`src/rtl/seq_bin_to_bcd_if.sv`:
```
`default_nettype none
// ============================================================================
//  Module      : seq_bin_to_bcd_if
//  Description : Handshake/data bundle between a conversion requester and the
//                iterative binary-to-BCD converter.
//                  start    requester -> converter  request a conversion
//                  bin_in   requester -> converter  unsigned binary operand
//                  busy     converter -> requester  conversion in progress
//                  done     converter -> requester  one-cycle result strobe
//                  bcd_out  converter -> requester  packed BCD, digit 0 = [3:0]
//                  overflow converter -> requester  operand exceeded 10^DIGITS-1
//  Revision    : 1.0 - initial release
// ============================================================================
interface seq_bin_to_bcd_if #(
    parameter int BIN_W  = 14,
    parameter int DIGITS = 4
);
    logic                  start;
    logic [BIN_W-1:0]      bin_in;
    logic                  busy;
    logic                  done;
    logic [4*DIGITS-1:0]   bcd_out;
    logic                  overflow;

    modport master (
        output start,
        output bin_in,
        input  busy,
        input  done,
        input  bcd_out,
        input  overflow
    );

    modport slave (
        input  start,
        input  bin_in,
        output busy,
        output done,
        output bcd_out,
        output overflow
    );
endinterface
`default_nettype wire

```
`src/rtl/seq_bin_to_bcd.sv`:
```
`default_nettype none
// ============================================================================
//  Module      : add3_if_ge5
//  Description : Double-dabble correction cell: a BCD nibble of 5 or more gets
//                3 added so that the following left shift carries correctly.
//                  nib_i  in  4  BCD digit before correction
//                  nib_o  out 4  BCD digit after correction
//  Revision    : 1.0 - initial release
// ============================================================================
module add3_if_ge5 (
    input  wire logic [3:0] nib_i,
    output logic      [3:0] nib_o
);
    assign nib_o = (nib_i >= 4'd5) ? (nib_i + 4'd3) : nib_i;
endmodule

// ============================================================================
//  Module      : seq_bin_to_bcd
//  Description : Iterative binary-to-BCD converter, one double-dabble step per
//                clock. A conversion takes BIN_W cycles from the accepted start
//                edge to the done pulse; the result word is held until the next
//                done or reset.
//                  clk    in   system clock, rising edge
//                  reset  in   asynchronous active-high reset
//                  bus    slave side of seq_bin_to_bcd_if
//                         (start, bin_in in; busy, done, bcd_out, overflow out)
//  Revision    : 1.0 - initial release
// ============================================================================
module seq_bin_to_bcd #(
    parameter int BIN_W  = 14,
    parameter int DIGITS = 4
) (
    input  wire logic          clk,
    input  wire logic          reset,
    seq_bin_to_bcd_if.slave    bus
);
    localparam int c_BCD_W = 4 * DIGITS;
    localparam int c_SR_W  = c_BCD_W + BIN_W;
    localparam int c_CNT_W = $clog2(BIN_W + 1);

    typedef enum logic [0:0] {
        IDLE = 1'b0,
        CONV = 1'b1
    } state_t;

    state_t               state_q,    state_d;
    logic [c_SR_W-1:0]    shift_q,    shift_d;
    logic [c_CNT_W-1:0]   cnt_q,      cnt_d;
    logic                 ovf_acc_q,  ovf_acc_d;
    logic [c_BCD_W-1:0]   bcd_q,      bcd_d;
    logic                 ovf_out_q,  ovf_out_d;
    logic                 done_q,     done_d;

    // Shift register after per-digit correction, before the shift.
    logic [c_SR_W-1:0]    w_corr;
    logic [c_SR_W-1:0]    w_shifted;
    logic                 w_drop;

    assign w_corr[BIN_W-1:0] = shift_q[BIN_W-1:0];

    for (genvar g = 0; g < DIGITS; g++) begin : g_digit
        add3_if_ge5 u_add3 (
            .nib_i (shift_q[BIN_W + 4*g +: 4]),
            .nib_o (w_corr [BIN_W + 4*g +: 4])
        );
    end

    // The bit leaving the top digit is a multiple of 10^DIGITS being thrown
    // away; the result is thus the operand mod 10^DIGITS and any such bit
    // flags overflow.
    assign w_shifted = {w_corr[c_SR_W-2:0], 1'b0};
    assign w_drop    = w_corr[c_SR_W-1];

    always_comb begin
        state_d   = state_q;
        shift_d   = shift_q;
        cnt_d     = cnt_q;
        ovf_acc_d = ovf_acc_q;
        bcd_d     = bcd_q;
        ovf_out_d = ovf_out_q;
        done_d    = 1'b0;

        unique case (state_q)
            IDLE: begin
                if (bus.start) begin
                    shift_d   = {{c_BCD_W{1'b0}}, bus.bin_in};
                    cnt_d     = c_CNT_W'(BIN_W);
                    ovf_acc_d = 1'b0;
                    state_d   = CONV;
                end
            end
            CONV: begin
                shift_d   = w_shifted;
                ovf_acc_d = ovf_acc_q | w_drop;
                cnt_d     = cnt_q - c_CNT_W'(1);
                if (cnt_q == c_CNT_W'(1)) begin
                    bcd_d     = w_shifted[c_SR_W-1:BIN_W];
                    ovf_out_d = ovf_acc_q | w_drop;
                    done_d    = 1'b1;
                    state_d   = IDLE;
                end
            end
            default: state_d = IDLE;
        endcase
    end

    always_ff @(posedge clk or posedge reset) begin
        if (reset) begin
            state_q   <= IDLE;
            shift_q   <= '0;
            cnt_q     <= '0;
            ovf_acc_q <= 1'b0;
            bcd_q     <= '0;
            ovf_out_q <= 1'b0;
            done_q    <= 1'b0;
        end else begin
            state_q   <= state_d;
            shift_q   <= shift_d;
            cnt_q     <= cnt_d;
            ovf_acc_q <= ovf_acc_d;
            bcd_q     <= bcd_d;
            ovf_out_q <= ovf_out_d;
            done_q    <= done_d;
        end
    end

    assign bus.busy     = (state_q == CONV);
    assign bus.done     = done_q;
    assign bus.bcd_out  = bcd_q;
    assign bus.overflow = ovf_out_q;
endmodule
`default_nettype wire
```
`src/flat_wrapper.sv`:
```
// flat-port wrapper written by rule: the top's interface ports become plain ports
module seq_bin_to_bcd_flat 
#(
    parameter int BIN_W  = 14,
    parameter int DIGITS = 4
)
  (clk, reset, bus_start, bus_bin_in, bus_busy, bus_done, bus_bcd_out, bus_overflow);
  seq_bin_to_bcd_if #(.BIN_W(BIN_W), .DIGITS(DIGITS)) bus_i ();
  input  wire logic clk;
  input  wire logic reset;
  input wire logic [$bits(bus_i.start)-1:0] bus_start;
  input wire logic [$bits(bus_i.bin_in)-1:0] bus_bin_in;
  output wire logic [$bits(bus_i.busy)-1:0] bus_busy;
  output wire logic [$bits(bus_i.done)-1:0] bus_done;
  output wire logic [$bits(bus_i.bcd_out)-1:0] bus_bcd_out;
  output wire logic [$bits(bus_i.overflow)-1:0] bus_overflow;
  assign bus_i.start = bus_start;
  assign bus_i.bin_in = bus_bin_in;
  assign bus_busy = bus_i.busy;
  assign bus_done = bus_i.done;
  assign bus_bcd_out = bus_i.bcd_out;
  assign bus_overflow = bus_i.overflow;
  seq_bin_to_bcd #(.BIN_W(BIN_W), .DIGITS(DIGITS)) u_core (.clk(clk), .reset(reset), .bus(bus_i));
endmodule
```
`config.mk`:
```
export PLATFORM = sky130hd
export DESIGN_NAME = seq_bin_to_bcd_flat
export DESIGN_NICKNAME = d
export VERILOG_FILES = /design/src/rtl/seq_bin_to_bcd_if.sv /design/src/rtl/seq_bin_to_bcd.sv /design/src/flat_wrapper.sv
export SDC_FILE = /design/constraint.sdc
export NUM_CORES = 1
export LEC_CHECK = 0
export ABC_AREA = 1
export CAP_MARGIN = 20
export CELL_PAD_IN_SITES_DETAIL_PLACEMENT = 0
export CELL_PAD_IN_SITES_GLOBAL_PLACEMENT = 1
export CORE_ASPECT_RATIO = 0.75
export CORE_MARGIN = 2
export CORE_UTILIZATION = 36
export DETAILED_ROUTE_END_ITERATION = 10
export GPL_TIMING_DRIVEN = 0
export PLACE_DENSITY = 0.8
export SLEW_MARGIN = 20
export SYNTH_ARGS = -nofsm -noshare
export SYNTH_HDL_FRONTEND = slang
export SYNTH_SLANG_ARGS = --single-unit
export TNS_END_PERCENT = 30
```
`constraint.sdc`:
```
create_clock -name clk -period 1.7 [get_ports clk]
set_clock_uncertainty 0.2 [all_clocks]
set_input_delay 0.255 -clock clk [delete_from_list [all_inputs] [get_ports clk]]
set_output_delay 0.255 -clock clk [all_outputs]
set_load 0.01 [all_outputs]
```
Word-level counts from Yosys, hierarchy flattened
Cells that the tools add are included.
{"block": "totals", "elab_cells": 36, "ff_bits": 54, "in_bits": 17}
{"block": "classes", "reduce_logical": 1, "order_cmp": 4, "n_eq_ne": 2, "muxes": 15, "n_bitwise": 2, "add_sub_neg": 5}
{"op": "30-bit one-hot mux with 2 select lines", "n": 1}
{"op": "30-bit 2-to-1 mux", "n": 1}
{"op": "4-bit 2-to-1 mux", "n": 5}
{"op": "4-bit by 2-bit adder with 4-bit output (second input constant)", "n": 4}
{"op": "4-bit by 3-bit >= comparator with 1-bit output (second input constant)", "n": 4}
{"op": "4-bit one-hot mux with 2 select lines", "n": 1}
{"op": "1-bit 2-to-1 mux", "n": 5}
{"op": "4-bit by 1-bit == test with 1-bit output (second input constant)", "n": 1}
{"op": "1-bit one-hot mux with 2 select lines", "n": 2}
{"op": "4-bit by 1-bit subtractor with 4-bit output (second input constant)", "n": 1}
{"op": "2-bit inequality test (second input constant)", "n": 1}
{"op": "2-bit AND reduction", "n": 1}
{"op": "1-bit inverter", "n": 1}
{"op": "1-bit bitwise OR", "n": 1}

Logic depth before layout (Yosys ltp)
{"block": "depth", "word_depth": 4, "mapped_depth": 10, "depth_no_buf": 10}

Modules after synthesis
From an unflattened synthesis, not the netlist that was laid out.
{"block": "hier_totals", "hier_cells": 349, "hier_area_um2": 2783.9}
{"module": "seq_bin_to_bcd", "cells_per_inst": 257, "area_per_inst_um2": 2243.4, "instances": 1}
{"module": "add3_if_ge5", "cells_per_inst": 23, "area_per_inst_um2": 135.1, "instances": 4}

Least setup slack after synthesis
No wires, ideal clock.
{"block": "synth_timing", "kind": "reg-to-reg", "startpoint": "reg u_core.shift_q[14]", "endpoint": "reg u_core.shift_q[15]", "slack_ns": 0.181, "period_less_slack_ns": 1.519, "arrival_time_ns": 1.254, "path_stages_with_launch": 9, "path_buffers": 0, "t_required_ns": 1.435, "setup_ns": 0.065, "path_cell_list": "dfrtp_1 -> inv_1 -> ha_1 -> inv_1 -> o21ai_0 -> nand2_1 -> nand2_1 -> nand3_1 -> nand2_1"}
{"block": "synth_between", "elab_chain_len": 3, "word_cells_on_any_way": 4, "classes_between": "add/sub (1); order compare (1); mux (2)"}
{"item": "from (decl)", "line": "seq_bin_to_bcd.sv:47", "source": "logic [c_SR_W-1:0] shift_q, shift_d;"}
{"item": "from (signal assigned)", "line": "seq_bin_to_bcd.sv:118", "source": "shift_q <= shift_d;"}
{"item": "4-bit by 2-bit adder with 4-bit output or 4-bit by 3-bit >= comparator with 1-bit output (tied branches)", "line": "seq_bin_to_bcd.sv:14", "source": "assign nib_o = (nib_i >= 4'd5) ? (nib_i + 4'd3) : nib_i;"}
{"item": "4-bit 2-to-1 mux *", "line": "seq_bin_to_bcd.sv:14"}
{"item": "30-bit one-hot mux with 2 select lines *", "line": "seq_bin_to_bcd.sv:83", "source": "unique case (state_q)"}
Every way passes the cells marked *; elsewhere a longest branch is shown, timed or not.
A chain may end at the register's enable or synchronous reset.

Final worst setup path
{"block": "layout_timing", "startpoint": "reg u_core.bcd_q[3] (netlist: u_core.bus.bcd_out[3])", "endpoint": "out bus_bcd_out[3]"}
{"item": "from (decl)", "line": "seq_bin_to_bcd.sv:50", "source": "logic [c_BCD_W-1:0] bcd_q, bcd_d;"}
{"item": "from (signal assigned)", "line": "seq_bin_to_bcd.sv:113", "source": "bcd_q <= '0;"}
{"item": "from (signal assigned)", "line": "seq_bin_to_bcd.sv:121", "source": "bcd_q <= bcd_d;"}
{"item": "to (decl)", "line": "flat_wrapper.sv:15", "source": "output wire logic [$bits(bus_i.bcd_out)-1:0] bus_bcd_out;"}
No word-level cell between the ends.

==> metrics.txt <==
largest net degree at the start of global routing 30; final setup margin 0.03372 ns; antenna-violating nets left 0; startpoint type of the worst setup path flop; # IOs 36; Die Height 76.58 um; Final Max Slew Viols 0; Hold Fails Final Rpt 0; WS Path Type flop to output port; WP data required 1.24 ns; clock tree from TritonCTS yes; CTS Buffer Depth 2; Leakage 1.698 nW; DR vias 2131; reg-to-reg startpoint u_core.cnt_q[1]$_DFFE_PP0P_; #FFs+latches synth 54; DRC Markers 0; core box area 6799 um2; # rows 26; register area share after synthesis 53.44%; VDD IR max 695.9 uV; Vias/cell 4.843; slew at the pin closest to its max-slew limit 0.6120 ns; status complete, no violations; Critical Path, Cell by Cell clkdlybuf4s50_1; crit path buf inv count 1; post-route minimum period 1.666 ns; Critical path origin u_core.bus.bcd_out[3]$_DFFE_PP0P_; post-layout net count 382; Area growth, synth to finish 28.80%; first-pass GRT wire length 9818 um; Detailed Route WL 5846 um; Ant. Diodes 0; Synthesis Warnings 0; Starting Density 37.19%; unrepaired setup endpoints after global routing true; most common cell after layout, fill and taps aside nand2_1; WP data arrival 1.21 ns; Max FO, Critical Path 2; GRT Total Usage 16.16%; routability cong. 0.8262; TritonCTS Buffers 5; cell count after synthesis 305; share of cells above drive strength 1 12.08%; Root Buffer clkbuf_8; period utilization 98.02%; CP top delay family buffers and inverters; Max stage delay cell, worst path clkdlybuf4s50_1; Highest Clock Rate 600.1 MHz; average size of a mapped cell 8.291 um2; MaxCap Viol Count 0; Cell Area, Synth 2529 um2; Synth Net Count 332; Final setup viols 0; CP endpoint kind output port; critical path's largest stage delay 0.54 ns; GRT Residual Overflow 0; Clock Latency Late Sink 0.31 ns; H-tree depth 2; Worst-path clk slew 0.09 ns; Util after Layout 47.90%; worst slack at placement -0.1668 ns; WL/cell 13.29 um; die area 7717 um2; commonest cells after routing, fill and taps aside nand2_1 (114), dfrtp_1 (52), nand3_1 (43), clkdlybuf4s50_1 (25), inv_1 (20); drt initial violations 111; first-pass detailed-route iteration total 4; Slew HR 59.12%; Hold WC Path Type input pin to asynchronous set/reset pin; P per Cell Area 1867 nW/um2; Yosys cell types 19; vias in the first global route 2025; Die W 100.8 um; clk sink count 54; IO buf count 35; initial antenna violation count 0; DP HPWL 4110 um
synthesized netlist by cell type:
cell type / number / share of area (%)
inv_1: 24 / 3.6
dfrtp_1: 54 / 53
ha_1: 10 / 4.9
o211ai_1: 4 / 1.2
a22o_1: 1 / 0.35
o22ai_1: 5 / 1.2
buf_4: 1 / 0.30
a21oi_1: 3 / 0.59
nand2_2: 1 / 0.25
nand2_1: 118 / 18
o21ai_0: 16 / 3.2
nor3_4: 1 / 0.64
buf_2: 6 / 1.2
o21ai_1: 5 / 0.99
clkbuf_1: 2 / 0.30
a22oi_1: 1 / 0.30
inv_2: 2 / 0.30
nor2_1: 7 / 1.0
nand3_1: 44 / 8.7
through the flow:
step / total power, mW / setup TNS (ns) / hold slack [ns] / cell area (um2) / instances
2_1_floorplan: 4.079 / 0 / 0.1228 / 2532 / 305
3_3_place_gp: 4.980 / -10.91 / 0.2644 / 2988 / 424
3_5_place_dp: 5.047 / -3.662 / 0.2683 / 3008 / 425
4_1_cts: 5.957 / 0 / 0.1740 / 3137 / 435
5_1_grt: 6.701 / -0.05731 / 0.1857 / 3257 / 440
6_report: 6.079 / 0 / 0.1555 / 3257 / 440
routing by layer:
| layer | GRT usage, % | wire length, um | share of wire (%) | vias up |
|---|---|---|---|---|
| li1 | - | - | - | 1088 |
| met1 | 24.08 | 3052 | 52 | 994 |
| met5 | 0 | 0 | 0 | - |
| met4 | 5.479 | 66 | 1.1 | 0 |
| met2 | 23.40 | 2463 | 42 | 43 |
| met3 | 3.119 | 263 | 4.5 | 6 |
final cells by class:
| class | instances | area [um2] |
|---|---|---|
| sequential | 54 | 1354 |
| multi-input combinational | 216 | 1080 |
| clock inverter | 1 | 30.03 |
| fill | 665 | 3542 |
| timing repair buffer | 44 | 451.7 |
| tap | 84 | 105.1 |
| inverter | 26 | 101.3 |
| buffer | 8 | 58.81 |
| clock buffer | 7 | 76.32 |
sequential cells by signal, summed over array words and instances (netlist names):
name / cells
u_core.bus.busy: 1
u_core.ovf_acc_q: 1
u_core.bus.bcd_out: 16
u_core.bus.done: 1
u_core.shift_q: 30
u_core.cnt_q: 4
u_core.bus.overflow: 1
cell families (layout without fill, tap and decap cells):
kind of cell    count (synthesis)  after routing  share of synthesized area [%]
flops                          54             54                          53.44
fa+ha+maj                      10             10                          4.948
buf+inv                        35             86                          5.641
simple gates                  171            171                          28.15
compound gates                 35             35                          7.818
final timing paths:
| kind | depth (start not counted) | to | slack [ns] |
|---|---|---|---|
| worst max-delay path | 1 | bus_bcd_out[3] | 0.03 |
| worst min-delay path | 2 | u_core.shift_q[13]$_DFFE_PP0P_ | 0.16 |
| worst max register to register | 8 | u_core.bus.bcd_out[7]$_DFFE_PP0P_ | 0.10 |
| worst min register to register | 2 | u_core.bus.bcd_out[12]$_DFFE_PP0P_ | 0.28 |
| max in group asynchronous | 3 | u_core.shift_q[22]$_DFFE_PP0P_ | 0.60 |
| min in group clk | 2 | u_core.bus.bcd_out[12]$_DFFE_PP0P_ | 0.28 |
report_power, final:
part | internal (mW) | total (mW) | switching [mW]
Clock | 0.441 | 0.857 | 0.416
Sequential | 1.88 | 2.31 | 0.425
Combinational | 1.23 | 2.91 | 1.68
Total | 3.56 | 6.08 | 2.52
timing repair:
action | in CTS | in global routing
setup endpoints to repair | 27 | 44
setup buffers | 2 | 5
gates resized for setup | 8 | 30
hold buffers | 0 | 0
gates cloned | 0 | 1
pin swaps | 1 | 1
(Power assumes the default switching activity.)
